<file path="config.mk">
export PLATFORM = sky130hd
export DESIGN_NAME = seq_multiplier_nb
export DESIGN_NICKNAME = d
export VERILOG_FILES = /design/src/rtl/mult_pkg.sv /design/src/rtl/full_adder_nb.sv /design/src/rtl/seq_multiplier_nb.sv
export SDC_FILE = /design/constraint.sdc
export NUM_CORES = 1
export LEC_CHECK = 0
export CORE_ASPECT_RATIO = 0.9
export CORE_MARGIN = 3
export CORE_UTILIZATION = 56
export CTS_BUF_LIST = sky130_fd_sc_hd__clkbuf_2
export CTS_CLUSTER_DIAMETER = 80
export DETAILED_ROUTE_END_ITERATION = 10
export GPL_TIMING_DRIVEN = 0
export PLACE_DENSITY = 0.89
export SYNTH_ARGS = -nofsm -noshare
export SYNTH_HDL_FRONTEND = slang
export SYNTH_SLANG_ARGS = --single-unit
</file>
<file path="constraint.sdc">
create_clock -name clk -period 6.9 [get_ports clk]
set_input_delay 1.38 -clock clk [delete_from_list [all_inputs] [get_ports clk]]
set_output_delay 1.38 -clock clk [all_outputs]
set_load 0.01 [all_outputs]
</file>
<file path="src/rtl/mult_pkg.sv">
// Shared types for the sequential shift-and-add multiplier.
package mult_pkg;

   typedef enum logic [1:0] {
      IDLE = 2'd0,
      RUN  = 2'd1,
      DONE = 2'd2
   } mult_state_t;

endpackage

</file>
<file path="src/rtl/full_adder_nb.sv">
// n-bit adder with carry in/out; the single adder on the multiplier datapath.
module full_adder_nb #(
   parameter int n = 32
) (
   input  logic [n-1:0] a,
   input  logic [n-1:0] b,
   input  logic         cin,
   output logic [n-1:0] sum,
   output logic         cout
);

   logic [n:0] total;

   // Operands are zero-extended by one bit so the carry out lands in total[n].
   assign total       = {1'b0, a} + {1'b0, b} + {{n{1'b0}}, cin};
   assign {cout, sum} = total;

endmodule

</file>
<file path="src/rtl/seq_multiplier_nb.sv">
// Unsigned n x n -> 2n shift-and-add multiplier, one iteration per clock,
// built around a single full_adder_nb.
module seq_multiplier_nb
   import mult_pkg::*;
#(
   parameter int n = 32
) (
   input  logic           clk,
   input  logic           rst,
   input  logic           start,
   input  logic [n-1:0]   a,
   input  logic [n-1:0]   b,
   output logic           busy,
   output logic           done,
   output logic [2*n-1:0] product
);

   localparam int cw = $clog2(n) + 1;
   localparam logic [cw-1:0] last_iter = cw'(n - 1);

   mult_state_t state, state_nxt;
   logic [n-1:0]  mcand;
   logic [n-1:0]  hi;
   logic [n-1:0]  lo;
   logic [cw-1:0] cnt;

   logic [n-1:0] addend;
   logic [n-1:0] sum;
   logic         cout;
   logic         load;
   logic         step;

   // lo[0] is the current multiplier bit: add the multiplicand or nothing.
   assign addend = lo[0] ? mcand : '0;

   full_adder_nb #(.n(n)) u_adder (
      .a   (hi),
      .b   (addend),
      .cin (1'b0),
      .sum (sum),
      .cout(cout)
   );

   // NOTE: every output of this block gets a default first so no latch is inferred.
   always_comb begin
      state_nxt = state;
      load      = 1'b0;
      step      = 1'b0;
      busy      = (state == RUN);
      done      = (state == DONE);
      unique case (state)
         IDLE: begin
            if (start) begin
               load      = 1'b1;
               state_nxt = RUN;
            end
         end
         RUN: begin
            step = 1'b1;
            if (cnt == last_iter) state_nxt = DONE;
         end
         DONE: begin
            load      = start;
            state_nxt = start ? RUN : IDLE;
         end
         default: state_nxt = IDLE;
      endcase
   end

   // NOTE: sequential state uses non-blocking assignments so every register
   // samples the pre-edge values of its neighbours.
   always_ff @(posedge clk) begin
      if (rst) begin
         state <= IDLE;
         mcand <= '0;
         hi    <= '0;
         lo    <= '0;
         cnt   <= '0;
      end else begin
         state <= state_nxt;
         if (load) begin
            mcand <= a;
            lo    <= b;
            hi    <= '0;
            cnt   <= '0;
         end else if (step) begin
            // The carry becomes the new top bit of hi, so the shift loses nothing.
            {hi, lo} <= {cout, sum, lo[n-1:1]};
            cnt      <= cnt + cw'(1);
         end
      end
   end

   assign product = {hi, lo};

endmodule
</file>
==> results of run 1 <==
==> final cells by class <==
class | count | area, um^2 | share of cell area [%]
Multi-Input combinational cell | 570 | 3390 | 46.8
Sequential cell | 104 | 2080 | 28.7
Timing Repair Buffer | 131 | 1310 | 18.1
Tap cell | 126 | 158 | 2.17
Buffer | 40 | 154 | 2.12
Clock inverter | 5 | 65.1 | 0.897
Clock buffer | 11 | 55.1 | 0.759
Inverter | 9 | 33.8 | 0.466
==> critical path, stage by stage, from the launching register on <==
cell,delay (ps)
sky130_fd_sc_hd__dfxtp_1,450
sky130_fd_sc_hd__nand2b_1,100
sky130_fd_sc_hd__inv_2,150
sky130_fd_sc_hd__clkbuf_1,500
sky130_fd_sc_hd__clkdlybuf4s50_1,660
==> state kept, by name, indices dropped and copies added, names as in the netlist <==
register / cells
cnt: 6
hi: 32
lo: 32
mcand: 32
state: 2
==> metrics by stage <==
stage	hold WS (ps)	cell area [um^2]	cells	setup slack [ps]
2_1_floorplan	432	5660	723	4100
3_3_place_gp	438	7130	980	2940
6_report	471	7250	996	3090
5_1_grt	487	7250	996	2950
4_1_cts	472	7250	996	3100
3_5_place_dp	445	7130	980	2880
==> cells by family (layout without fill, tap and decap cells) <==
kind of cell,Yosys count,in the layout
adder cells (fa/ha/maj),34,34
AND/OR/NAND/NOR,302,302
AO/OA/AOI/OAI,205,205
buffers and inverters,49,196
flip-flops,104,104
multiplexers,1,1
XOR/XNOR,28,28
==> routing by layer <==
metal  up-vias  wire length [um]  global-route usage, %  part of all wire (%)
met3        32              1670                   9.50                   9.9
li1       2854                 -                      -                     -
met5         -                 0                      0                     0
met1      2800              6880                   35.4                    41
met2       274              8010                   51.2                    47
met4         0               346                   9.52                   2.0
==> worst max path at each step <==
stage | from | endpoint | slack [ps]
global placement | start | hi[28] | 2940
detailed placement | start | hi[28] | 2880
global route | state[0] | busy | 2950
finish | state[0] | busy | 3090
floorplan | start | hi[28] | 4100
CTS | state[1] | busy | 3100
==> where the power goes <==
group / switching [W] / internal [W]
Clock: 0.000213 / 0.0000903
Combinational: 0.000130 / 0.000118
Sequential: 0.0000271 / 0.000638
Total: 0.000370 / 0.000846
==> placed cells by master, fill, tap and decap left out, types with 4 or more instances in the layout <==
cell,Yosys,final
sky130_fd_sc_hd__o22ai_1,35,35
sky130_fd_sc_hd__a211oi_1,6,6
sky130_fd_sc_hd__ha_1,33,33
sky130_fd_sc_hd__a31oi_1,5,5
sky130_fd_sc_hd__xnor2_1,14,14
sky130_fd_sc_hd__nand2_1,120,120
sky130_fd_sc_hd__nand4_1,9,9
sky130_fd_sc_hd__o21ai_1,7,7
sky130_fd_sc_hd__inv_1,8,8
sky130_fd_sc_hd__dfxtp_1,104,104
sky130_fd_sc_hd__buf_1,14,14
sky130_fd_sc_hd__nor4_1,4,4
sky130_fd_sc_hd__a21oi_1,75,75
sky130_fd_sc_hd__nand3_1,13,13
sky130_fd_sc_hd__a21o_1,13,13
sky130_fd_sc_hd__nor3_1,39,39
sky130_fd_sc_hd__clkbuf_2,2,13
sky130_fd_sc_hd__nor2_1,58,58
sky130_fd_sc_hd__and2_1,34,34
sky130_fd_sc_hd__o21ai_0,28,28
sky130_fd_sc_hd__o21bai_1,5,5
sky130_fd_sc_hd__xor2_1,14,14
sky130_fd_sc_hd__clkbuf_1,23,23
sky130_fd_sc_hd__clkdlybuf4s50_1,0,131
==> run summary, run 1 <==
The power per cell area came out at 168 nW/um^2. The first global-routing pass estimated 27500 um of wire. The number of max-cap violations is 0. Among all flip-flop cells after synthesis, the most frequent one is sky130_fd_sc_hd__dfxtp_1. The number of warnings issued by yosys came out at 0. The compound-gate portion of the synthesized area is 23.0%. The number of antenna violations at the first check in global routing was 0. The number of cells upsized or downsized after cts came out at 0. The DRC violations left came out at 0. The full die area is 11400 um^2. By count the netlist is led by sky130_fd_sc_hd__nand2_1 (120), sky130_fd_sc_hd__dfxtp_1 (104), sky130_fd_sc_hd__a21oi_1 (75), sky130_fd_sc_hd__nor2_1 (58), sky130_fd_sc_hd__nor3_1 (39).

The hold violation count in the final report came to 0. The post-synthesis instance area came out at 5660 um^2. The placer congestion estimate came out at between 0.9 and 1. The final clock skew is 42.5 ps.

The average routed wire per standard cell came out at 17.0 um. During placement, the flow inserted port buffers numbering 131. The worst-case headroom to the max-slew limit came out at about half. Static timing analysis puts the maximum clock frequency at 262 MHz. The largest net degree at the start of global routing came out at 18. The buffers inserted during post-CTS setup optimization came out at 0. The simple-gate share of the synthesized area is approximately a quarter. The number of DRC violations after detailed-routing iteration 0 is slightly above 500. The maximum level of the CTS H-tree is 3.

The via total after detailed routing came out at 5960. The number of antenna diodes in the final layout is 0. In this run the remaining antenna-violating nets after routing total 0.

The fill cell instance count of the final layout came out at 775. The floorplan die width is 112 um. At the pin with the least slew margin, the transition time is around 770 ps.

The source-to-sink clock delay at the later pin of the worst-skew pair came out at 590 ps. Sorting the synthesized cells by area gives the leading types as sky130_fd_sc_hd__dfxtp_1 (37%), sky130_fd_sc_hd__nand2_1 (8.0%), sky130_fd_sc_hd__ha_1 (7.3%), sky130_fd_sc_hd__a21oi_1 (6.6%), sky130_fd_sc_hd__o22ai_1 (3.9%). The first-pass detailed-route iteration total is 5. The post-DP HPWL came out at 13000 um. The number of different library cells used by synthesis comes to 66. In this run the worst path has a maximum fanout of 10.

The per-instance average area after synthesis came out at 7.83 um^2. The fraction of the mapped netlist area in adder cells came out at 7.64%. Of the synthesized area, sequential elements account for between 30 and 40%. The clock tree from TritonCTS is built. The area share of the largest cell type after synthesis came out at between 30% and 40%. The number of cells on the worst reg-to-reg path came out at 11. The final layout contains 966 nets.

The post-route total power is 0.00122 W. The count of cells along the worst hold path is 2. Counting the buffers created by CTS gives 9.

In this run, synthesis produced a sequential element count of 104. The number of global-route vias before repair is 5773. In the final layout, the share of cells above drive strength 1 is 4.25%. Among all cell types in the netlist, the one instantiated most often is sky130_fd_sc_hd__nand2_1.

Clock-pin slew was measured on the worst setup and hold paths at 280 ps. The count of hold buffers inserted by post-cts repair is 0. The worst-case IR drop observed on VDD is around 0.18 mV. The overall global routing resource usage came out at 29.6%.

For the worst setup path, the data required time is 5520 ps. The fraction of synthesis flops using an asynchronous set or reset pin came out at 0%. The routed wire length came out at 16900 um. The worst setup path is captured at a primary output. The synthesized-area fraction occupied by xor and xnor cells is 4.33%.

The critical path in this run is classified as flop to primary output. The count of endpoints failing setup in the final report came out at 0. The beginning of the worst hold path is mcand[20]. The worst min-delay path endpoint is mcand[20]. The mux contribution to synthesized area is less than 1%. The initialized floorplan defines 34 standard-cell rows. The final-report max-slew violation count is 0. The worst setup path is launched from a flop.

By area, the combinational part of the netlist is dominated by simple AND/OR/NAND/NOR gates. The vertical extent of the die came out at 101 um. The dominant cell type by area after synthesis is sky130_fd_sc_hd__dfxtp_1. Setup repair after global routing left no endpoint under its margin. The core footprint came out at a little under 10000 um^2. The number of instances in the synthesized netlist came out at approximately 720. The leakage component of the power came out at a little under 3 nW. The beginning of the worst register-to-register path is lo[0]. The run finished with clean final reports. The net count of the mapped netlist came out at 824. Using the TritonRoute via totals, the vias-per-cell ratio works out to 5.98. The top-level I/O count came out at roughly 130. For this design, the sink count on the clock tree is about 100. The setup slack on the worst flop-to-flop path is 3410 ps. The ratio of final minimum period to clock period came out at ~55%. From synthesis to final layout, the design area changed by 28.1%.

After routing, the total negative slack on setup checks comes to 0 ps. For this configuration, the core starts out at a cell density of 58.1%. The buffer cell driving the clock tree root is sky130_fd_sc_hd__clkbuf_2. STA puts the critical path data arrival time at between 2000 and 2500 ps. Cells fill 74.5% of the core in the end. The worst register-to-register path ends at hi[23]. The total overflow reported by the global router came out at 0. In this run, synthesis inferred 0 flip-flops with an integrated enable. The time the worst path needs with I/O delays and setup came out at 3810 ps.

The worst hold path belongs to the class flop to flop. The worst-case clock buffer depth came out at 2.
Note: power is estimated with default switching activity, not from simulation.
==> run 2, diff against run 1 <==
--- a/config.mk
+++ b/config.mk
@@ -7,12 +7,12 @@
 export LEC_CHECK = 0
 export CORE_ASPECT_RATIO = 0.9
 export CORE_MARGIN = 3
-export CORE_UTILIZATION = 56
+export CORE_UTILIZATION = 52
 export CTS_BUF_LIST = sky130_fd_sc_hd__clkbuf_2
 export CTS_CLUSTER_DIAMETER = 80
 export DETAILED_ROUTE_END_ITERATION = 10
 export GPL_TIMING_DRIVEN = 0
-export PLACE_DENSITY = 0.89
+export PLACE_DENSITY = 0.84
 export SYNTH_ARGS = -nofsm -noshare
 export SYNTH_HDL_FRONTEND = slang
 export SYNTH_SLANG_ARGS = --single-unit
==> constraint.sdc (replaced) <==
create_clock -name clk -period 3.85 [get_ports clk]
set_input_delay 0.77 -clock clk [delete_from_list [all_inputs] [get_ports clk]]
set_output_delay 0.77 -clock clk [all_outputs]
set_load 0.01 [all_outputs]
==> run 2 against run 1 <==
Critical path depth up 7. Global-route usage down 2.2 points. Combinational power up 78%. Count of clock-buffer cells in the layout down 1. Cell count up 0.20%. Worst hold slack worse by 1.8 ps. Critical path type is now flop to flop. Critical endpoint is now hi[23]. Largest cell class unchanged. Largest power group unchanged.
==> run summary, run 2 (synthesized netlist as in run 1, its figures left out) <==
The worst-case headroom to the max-slew limit came out at 50.7%. Setup repair after global routing left no endpoint under its margin. The via-per-instance ratio came out at 5.89. 0 antenna diodes ended up in the layout. The number of antenna violations at the first check in global routing came to 0. For this design, the slowest cell found on the critical path is sky130_fd_sc_hd__dfxtp_1. The largest net degree at the start of global routing is 18. The ratio of final minimum period to clock period is 86.8%. After clock tree synthesis, the repair step resized 0 gates.

Subtracting the final worst setup slack from the clock period gives 3340 ps. The fill cell instance count of the final layout is just over 900. The source-to-sink clock delay at the later pin of the worst-skew pair came out at 620 ps.

The via total after detailed routing is 5878. The first global-routing pass estimated around 27000 um of wire. The cell occurring most often along the worst timing path is sky130_fd_sc_hd__a21oi_1.

The routed wire length is 16900 um. The effective utilization at floorplan came out at a little over half. Across all hold checks on the routed design, the worst slack comes to around 470 ps. The number of global-route vias before repair is 5696. The worst-case clock buffer depth is 2. In this run the worst path has a maximum fanout of 10. The upper clock frequency limit came out at 299 MHz. In this run the remaining antenna-violating nets after routing total 0. The analysis attributes to cell leakage a power of roughly 2.9 nW. Setup violations remaining at the end of the flow were counted as 0.

Across the routed clock network, the largest skew measured is roughly 37 ps. The required time at the endpoint of the critical path is about 4400 ps. The clock sink count came out at 104. The critical path class is flop to flop.

STA classifies the critical path endpoint as a flop. The full die area is 12200 um^2. The area of the multi-input gates came out at 3390 um^2. The top cell types in the final layout, fill and taps aside, are sky130_fd_sc_hd__clkdlybuf4s50_1 (131), sky130_fd_sc_hd__nand2_1 (120), sky130_fd_sc_hd__dfxtp_1 (104).

Cells with a size suffix above 1 make up 4.14% of the layout. The number of DRC violations after detailed-routing iteration 0 is 449. The root buffer cell chosen for the clock tree is sky130_fd_sc_hd__clkbuf_2.

The post-placement cell area came out at 7140 um^2. The slew at the pin closest to its max-slew limit came out at 736 ps. The die is 105 um tall. Clock-pin slew was measured on the worst setup and hold paths at 300 ps. TritonCTS built the clock tree. The placer congestion estimate is 0.967. Adding up every negative setup slack in the final design gives 0 ps. The maximum level of the CTS H-tree came out at 3. Once detailed placement completed, the half-perimeter wirelength came to between 10000 and 15000 um. The design area is between 7000 and 8000 um^2. The overall global routing resource usage came out at a little over a quarter.

The first detailed-routing pass ran for 7 iterations. The number of buffers inserted during clock tree synthesis is 9. Together, buffers and inverters on the worst path number 1. Data on the critical path arrives at its endpoint at 3870 ps.

The run finished with clean final reports. The area growth from synthesis to final layout is 27.6%. The hold violation count in the final report is 0. The worst setup path is launched from a flop. The completed layout was analyzed and its total power is 0.00211 W. The signal on the critical path passes through clkbuf_1 -> and2_1 -> ha_1 -> fa_1 -> a21oi_1 -> o22ai_1 -> a311oi_1 -> o21ai_1 -> a21oi_1 -> xor2_1 -> o21ai_0.

The core footprint is 10400 um^2. The library cell used most frequently in the layout, excluding fill and tap cells, is sky130_fd_sc_hd__clkdlybuf4s50_1. The post-layout net count is roughly 970.

The number of max-cap violations is 0. In the final layout, the registers with the most flip-flops are hi (32), lo (32), mcand (32). The number of cells after detailed placement came out at 983. The count of hold buffers inserted by post-cts repair came out at 0.

The floorplan die width came out at approximately 120 um. The register area is 2080 um^2. The cell family contributing the most delay on the critical path is compound AO/OA/AOI/OAI gates. The final-report max-slew violation count came to 0. The worst vdd rail ir drop is 0.293 mV. For this design the ratio of total power to cell area is 292 nW/um^2. between 100 and 150 I/O pins were placed.

The total overflow left after global routing is 0. The number of rows created at floorplan is 35. The DRC violations left came out at 0. During placement, the flow inserted port buffers numbering roughly 130. On the worst path, the slowest cell contributes a delay of around 490 ps. The number of non-filler instances in the completed layout came out at 998. The buffers inserted during post-CTS setup optimization is 0. Dividing the detail-routed wire length by the instance count gives 17.0 um. The worst hold-check path type is flop to flop.
## run 2: cell count changes in the layout (fill, tap and decap cells not counted)
cell and change:
sky130_fd_sc_hd__bufinv_16 -1, sky130_fd_sc_hd__clkbuf_2 -1, sky130_fd_sc_hd__clkinv_4 +3, sky130_fd_sc_hd__inv_8 -1, sky130_fd_sc_hd__clkinvlp_4 -1
## run 2: stage by stage
stage | worst slack (ps) | utilization [%]
final | 507 | 69.4
after global routing | 287 | 69.4
after global placement | 539 | 68.5
after detailed placement | 542 | 68.5
after floorplan | 1290 | -
after CTS | 573 | 69.4
## run 2: power breakdown
part | switching (W) | leakage (nW) | total (W) | internal (W)
combinational | 0.000230 | 1.96 | 0.000442 | 0.000212
sequential | 0.0000504 | 0.851 | 0.00119 | 0.00114
clock | 0.000388 | 0.0586 | 0.000478 | 0.0000907
## run 2: worst paths after layout
kind / startpoint / end / slack (ps) / cells after the start
hold / removal: mcand[25] / mcand[25] / 470 / 2
setup reg to reg: lo[0] / hi[23] / 510 / 11
hold reg to reg: mcand[25] / mcand[25] / 470 / 2
setup / recovery: lo[0] / hi[23] / 510 / 11
## run 2: worst register-to-register path, cell delays in order (launching register included)
cell                       delay, ps
sky130_fd_sc_hd__dfxtp_1         490
sky130_fd_sc_hd__clkbuf_1        250
sky130_fd_sc_hd__and2_1          190
sky130_fd_sc_hd__ha_1            210
sky130_fd_sc_hd__fa_1            420
sky130_fd_sc_hd__a21oi_1         280
sky130_fd_sc_hd__o22ai_1         180
sky130_fd_sc_hd__a311oi_1        480
sky130_fd_sc_hd__o21ai_1         280
sky130_fd_sc_hd__a21oi_1         240
sky130_fd_sc_hd__xor2_1          160
sky130_fd_sc_hd__o21ai_0          80
## run 2: final cells by class
| type | count | area share, % |
|---|---|---|
| clock buffers | 10 | 0.692 |
| well taps | 129 | 2.23 |
| repair buffers | 131 | 18.1 |
| inverters | 9 | 0.467 |
| flip-flops and latches | 104 | 28.8 |
| clock inverters | 5 | 0.588 |
| plain buffers | 40 | 2.13 |
| multi-input cells | 570 | 47.0 |
## run 2: layer usage
metal	up-vias	part of all wire (%)	GRT usage, %
met1	2748	42	33.3
li1	2863	-	-
met4	0	1.9	7.95
met2	235	47	46.0
met5	-	0	0
met3	32	8.9	9.09
==> run 3, diff against run 2 <==
--- a/config.mk
+++ b/config.mk
@@ -12,7 +12,8 @@
 export CTS_CLUSTER_DIAMETER = 80
 export DETAILED_ROUTE_END_ITERATION = 10
 export GPL_TIMING_DRIVEN = 0
-export PLACE_DENSITY = 0.84
+export PLACE_DENSITY = 0.83
 export SYNTH_ARGS = -nofsm -noshare
 export SYNTH_HDL_FRONTEND = slang
+export SYNTH_HIERARCHICAL = 1
 export SYNTH_SLANG_ARGS = --single-unit
==> run 3 against run 2 <==
Clock power rose by 9.4%. Critical path depth rose by 2. Die area rose by 3.3%. Design area rose by 3.9%. Worst setup slack got worse by 330 ps. Power rose by 2.0%. Register-to-register slack got worse by 330 ps. Largest cell class unchanged.
==> run summary, run 3 <==
The net count of the mapped netlist came out at 862. The worst hold-check path type is flop to flop. Setup repair after global routing left no endpoint under its margin.

The post-layout net count came out at 1007. The number of different library cells in the post-synthesis netlist is 62. Traced cell by cell, the critical path runs through clkbuf_1 -> and2_1 -> fa_1 -> fa_1 -> a21oi_1 -> o32ai_2 -> o211ai_2 -> a21o_1 -> o21ai_2 -> a21o_1 -> a311oi_1 -> nand2_1 -> a21oi_1. STA classifies the critical path endpoint as a flop. Setup violations remaining at the end of the flow were counted as 0. The sort of element at the start of the critical path is a flop.

The number of rows created at floorplan came out at 36. In the final layout, the registers with the most flip-flops are hi (32), lo (32), mcand (32). Fill cells in the final layout number approximately 940. Setup slack closes at 175 ps. The setup slack on the worst flop-to-flop path came out at 180 ps. The critical path arrival is 4230 ps.

The buffer cell driving the clock tree root is sky130_fd_sc_hd__clkbuf_2. The effective utilization at floorplan is 53.8%. The post-DP HPWL came out at 13300 um.

The design draws around 0.0022 W. The full die area is 12600 um^2. The worst-case clock buffer depth is 2. The tool flagged a number of max-cap violations equal to 0. The number of antenna violations at the first check in global routing is 0. The maximum level of the CTS H-tree came out at 3. The area growth from synthesis to final layout is 28.1%. For the pin with the worst max-slew slack, the measured transition is 716 ps. The number of DRC violations after detailed-routing iteration 0 is a little over 400. The clock transition at the registers of the reported paths is 260 ps. At the placement stage, the worst setup path has a slack of 178 ps. The number of synthesized flops with an enable pin came out at 0. On the critical path, the stage with the largest delay is an instance of sky130_fd_sc_hd__fa_1. The area share of the largest cell type after synthesis is 35.5%. Among all flip-flop cells after synthesis, the most frequent one is sky130_fd_sc_hd__dfxtp_1. Based on the critical path, the design can be clocked at up to 272 MHz. The fraction of synthesis flops using an asynchronous set or reset pin is 0%. The number of cells on the worst reg-to-reg path is 13.

Summed over all cells, the static leakage comes to 3.00 nW. Pin placement for this block handled 133 I/O pins. The most frequent cell after synthesis is sky130_fd_sc_hd__nand2_1.

The critical path is of the flop to flop type. In the synthesized netlist, the cells that appear most often are sky130_fd_sc_hd__nand2_1 (156), sky130_fd_sc_hd__dfxtp_1 (104), sky130_fd_sc_hd__a21oi_1 (101), sky130_fd_sc_hd__nor3_1 (72), sky130_fd_sc_hd__and2_1 (33). The clock drives roughly 100 sinks. For this design the ratio of total power to cell area is 287 nW/um^2. The time the worst path needs with I/O delays and setup is 3670 ps. The maximum net fanout on the critical path came out at 10. The startpoint identified for the worst register-to-register timing path is lo[0].

Yosys attributes the largest share of cell area to sky130_fd_sc_hd__dfxtp_1 (36%), sky130_fd_sc_hd__nand2_1 (10%), sky130_fd_sc_hd__a21oi_1 (8.6%), sky130_fd_sc_hd__ha_1 (6.8%), sky130_fd_sc_hd__nor3_1 (6.1%). The number of cells after detailed placement came out at 1045. The worst hold path passes through 2 cells. The overall global routing resource usage came out at approximately 27%. The share of final-layout standard cells stronger than drive strength 1 came out at 6.81%. During placement, the flow inserted port buffers numbering 132. In the layout the commonest cells are sky130_fd_sc_hd__nand2_1 (156), sky130_fd_sc_hd__clkdlybuf4s50_1 (132), sky130_fd_sc_hd__dfxtp_1 (103). For the worst-skew pair, the clock arrives at the later sink with an insertion delay of 620 ps. Routability-driven placement finished with a final weighted congestion of 0.947. After synthesis, the mean cell area works out to 7.70 um^2.

The delay of the slowest cell on the worst path came out at 460 ps. The via total after detailed routing is between 6000 and 7000. The design area is 7510 um^2. In this run the tightest slew margin relative to its limit is a little over 50%. The post-synthesis instance area came out at 5860 um^2. The dominant cell type by area after synthesis is sky130_fd_sc_hd__dfxtp_1. The cell family contributing the most delay on the critical path is compound AO/OA/AOI/OAI gates. The number of buffers and inverters on the critical path is 1.

The sum of negative setup slack is 0 ps. Entering global routing, the biggest net connects 17 pins. The number of buffers inserted during clock tree synthesis is 9. The worst min-delay path endpoint is mcand[22].

Wires add up to 17300 um. The number of warnings issued by yosys came out at 6. Leaving out fill and tap cells, the most frequent cell in the layout is sky130_fd_sc_hd__nand2_1. After detailed placement, the total cell area comes to ~7400 um^2.

The final critical path takes up between 90% and 100% of the cycle. The antenna diode instance count is 0. In the routed design, unresolved DRC markers number 0. The vertical extent of the die is between 100 and 150 um. Across the routed clock network, the largest skew measured is 33.5 ps. The floorplan die width is 118 um. The post-synthesis sequential element count is ~100.

The number of routed nets with antenna violations is 0. The first-pass detailed-route iteration total is 7. The post-synthesis sequential area ratio is 35.5%. The hold violation count in the final report is 0.

The core footprint came out at 10900 um^2. The final-report max-slew violation count came out at 0. The number of non-filler instances in the completed layout came out at between 1000 and 1500.

The worst register-to-register path ends at hi[27]. The required time at the endpoint of the critical path is roughly 4400 ps. The flow ran to the end, and the final reports show no timing, DRC or antenna violations. The worst vdd rail ir drop is 0.238 mV. The first global-routing pass estimated between 20000 and 30000 um of wire. The number of instances in the synthesized netlist came out at 761. The startpoint identified for the worst hold timing path is mcand[22]. After detailed routing, the average wire length per cell comes to 16.3 um. The number of global-route vias before repair came out at 5785. The clock tree from TritonCTS is built. The via-per-instance ratio came out at roughly 5.8. Summed over all layers, the global routing overflow is 0.
run 3: cell count changes after synthesis, moves of 5 or more:
cell and delta:
sky130_fd_sc_hd__nand3_1 -6, sky130_fd_sc_hd__o21ai_0 -15, sky130_fd_sc_hd__a31oi_1 -5, sky130_fd_sc_hd__nor2_1 -36, sky130_fd_sc_hd__buf_1 -14, sky130_fd_sc_hd__a21oi_1 +26
sky130_fd_sc_hd__buf_2 +25, sky130_fd_sc_hd__nor3_1 +33, sky130_fd_sc_hd__or3_1 +5, sky130_fd_sc_hd__nand2_1 +36, sky130_fd_sc_hd__clkbuf_1 -6
run 3: report_power, final:
group / total (W) / switching [W] / internal, W
Combinational: 0.000449 / 0.000231 / 0.000218
Sequential: 0.00118 / 0.0000449 / 0.00114
Clock: 0.000523 / 0.000369 / 0.000153
Total: 0.00216 / 0.000645 / 0.00151
run 3: final cells by class:
class,count,area (um^2),share of cell area (%)
Clock buffer,11,55.1,0.733
Clock inverter,4,53.8,0.717
Multi-Input combinational cell,599,3510,46.7
Buffer,48,243,3.23
Inverter,10,37.5,0.500
Tap cell,152,190,2.53
Sequential cell,104,2080,27.7
Timing Repair Buffer,134,1340,17.8
run 3: logic make-up after synthesis:
family | after synthesis | share of synthesized area, %
fa+ha+maj | 34 | 7.51
simple gates | 327 | 26.2
compound gates | 208 | 21.6
buf+inv | 58 | 4.78
other cells | 1 | 0.0640
mux | 2 | 0.341
flops | 104 | 35.5
xor+xnor | 27 | 4.03
run 3: tightest hold or removal path: stages (launching register included):
cell and delay, ps:
sky130_fd_sc_hd__dfxtp_1 370, sky130_fd_sc_hd__nand2_1 50, sky130_fd_sc_hd__a21oi_1 50
run 3: through the flow:
step | util (%) | hold slack, ps
after floorplan | - | 432
after global placement | 67.7 | 438
after detailed placement | 67.7 | 444
after CTS | 68.7 | 471
after global routing | 68.9 | 485
final | 68.9 | 468
run 3: per-layer routing:
layer,vias to the layer above,global-route usage [%],share of wire (%),wire [um]
li1,2970,-,-,-
met1,2846,32.4,42,7330
met2,273,46.4,48,8250
met3,38,6.54,7.3,1270
met4,0,10.6,2.5,433
met5,-,0,0,0
run 3: timing repair:
action | CTS | global route
resized for setup | 0 | 3
hold buffers | 0 | 0
setup endpoints to repair | 0 | 4
buffers inserted | 0 | 2
run 3: worst max-delay path by stage:
stage	start	depth (start not counted)	end
after floorplan	lo[0]	13	hi[27]
after global placement	lo[0]	13	hi[27]
after detailed placement	lo[0]	13	hi[27]
after CTS	lo[0]	13	hi[27]
after global routing	lo[0]	13	hi[27]
final	lo[0]	13	hi[27]
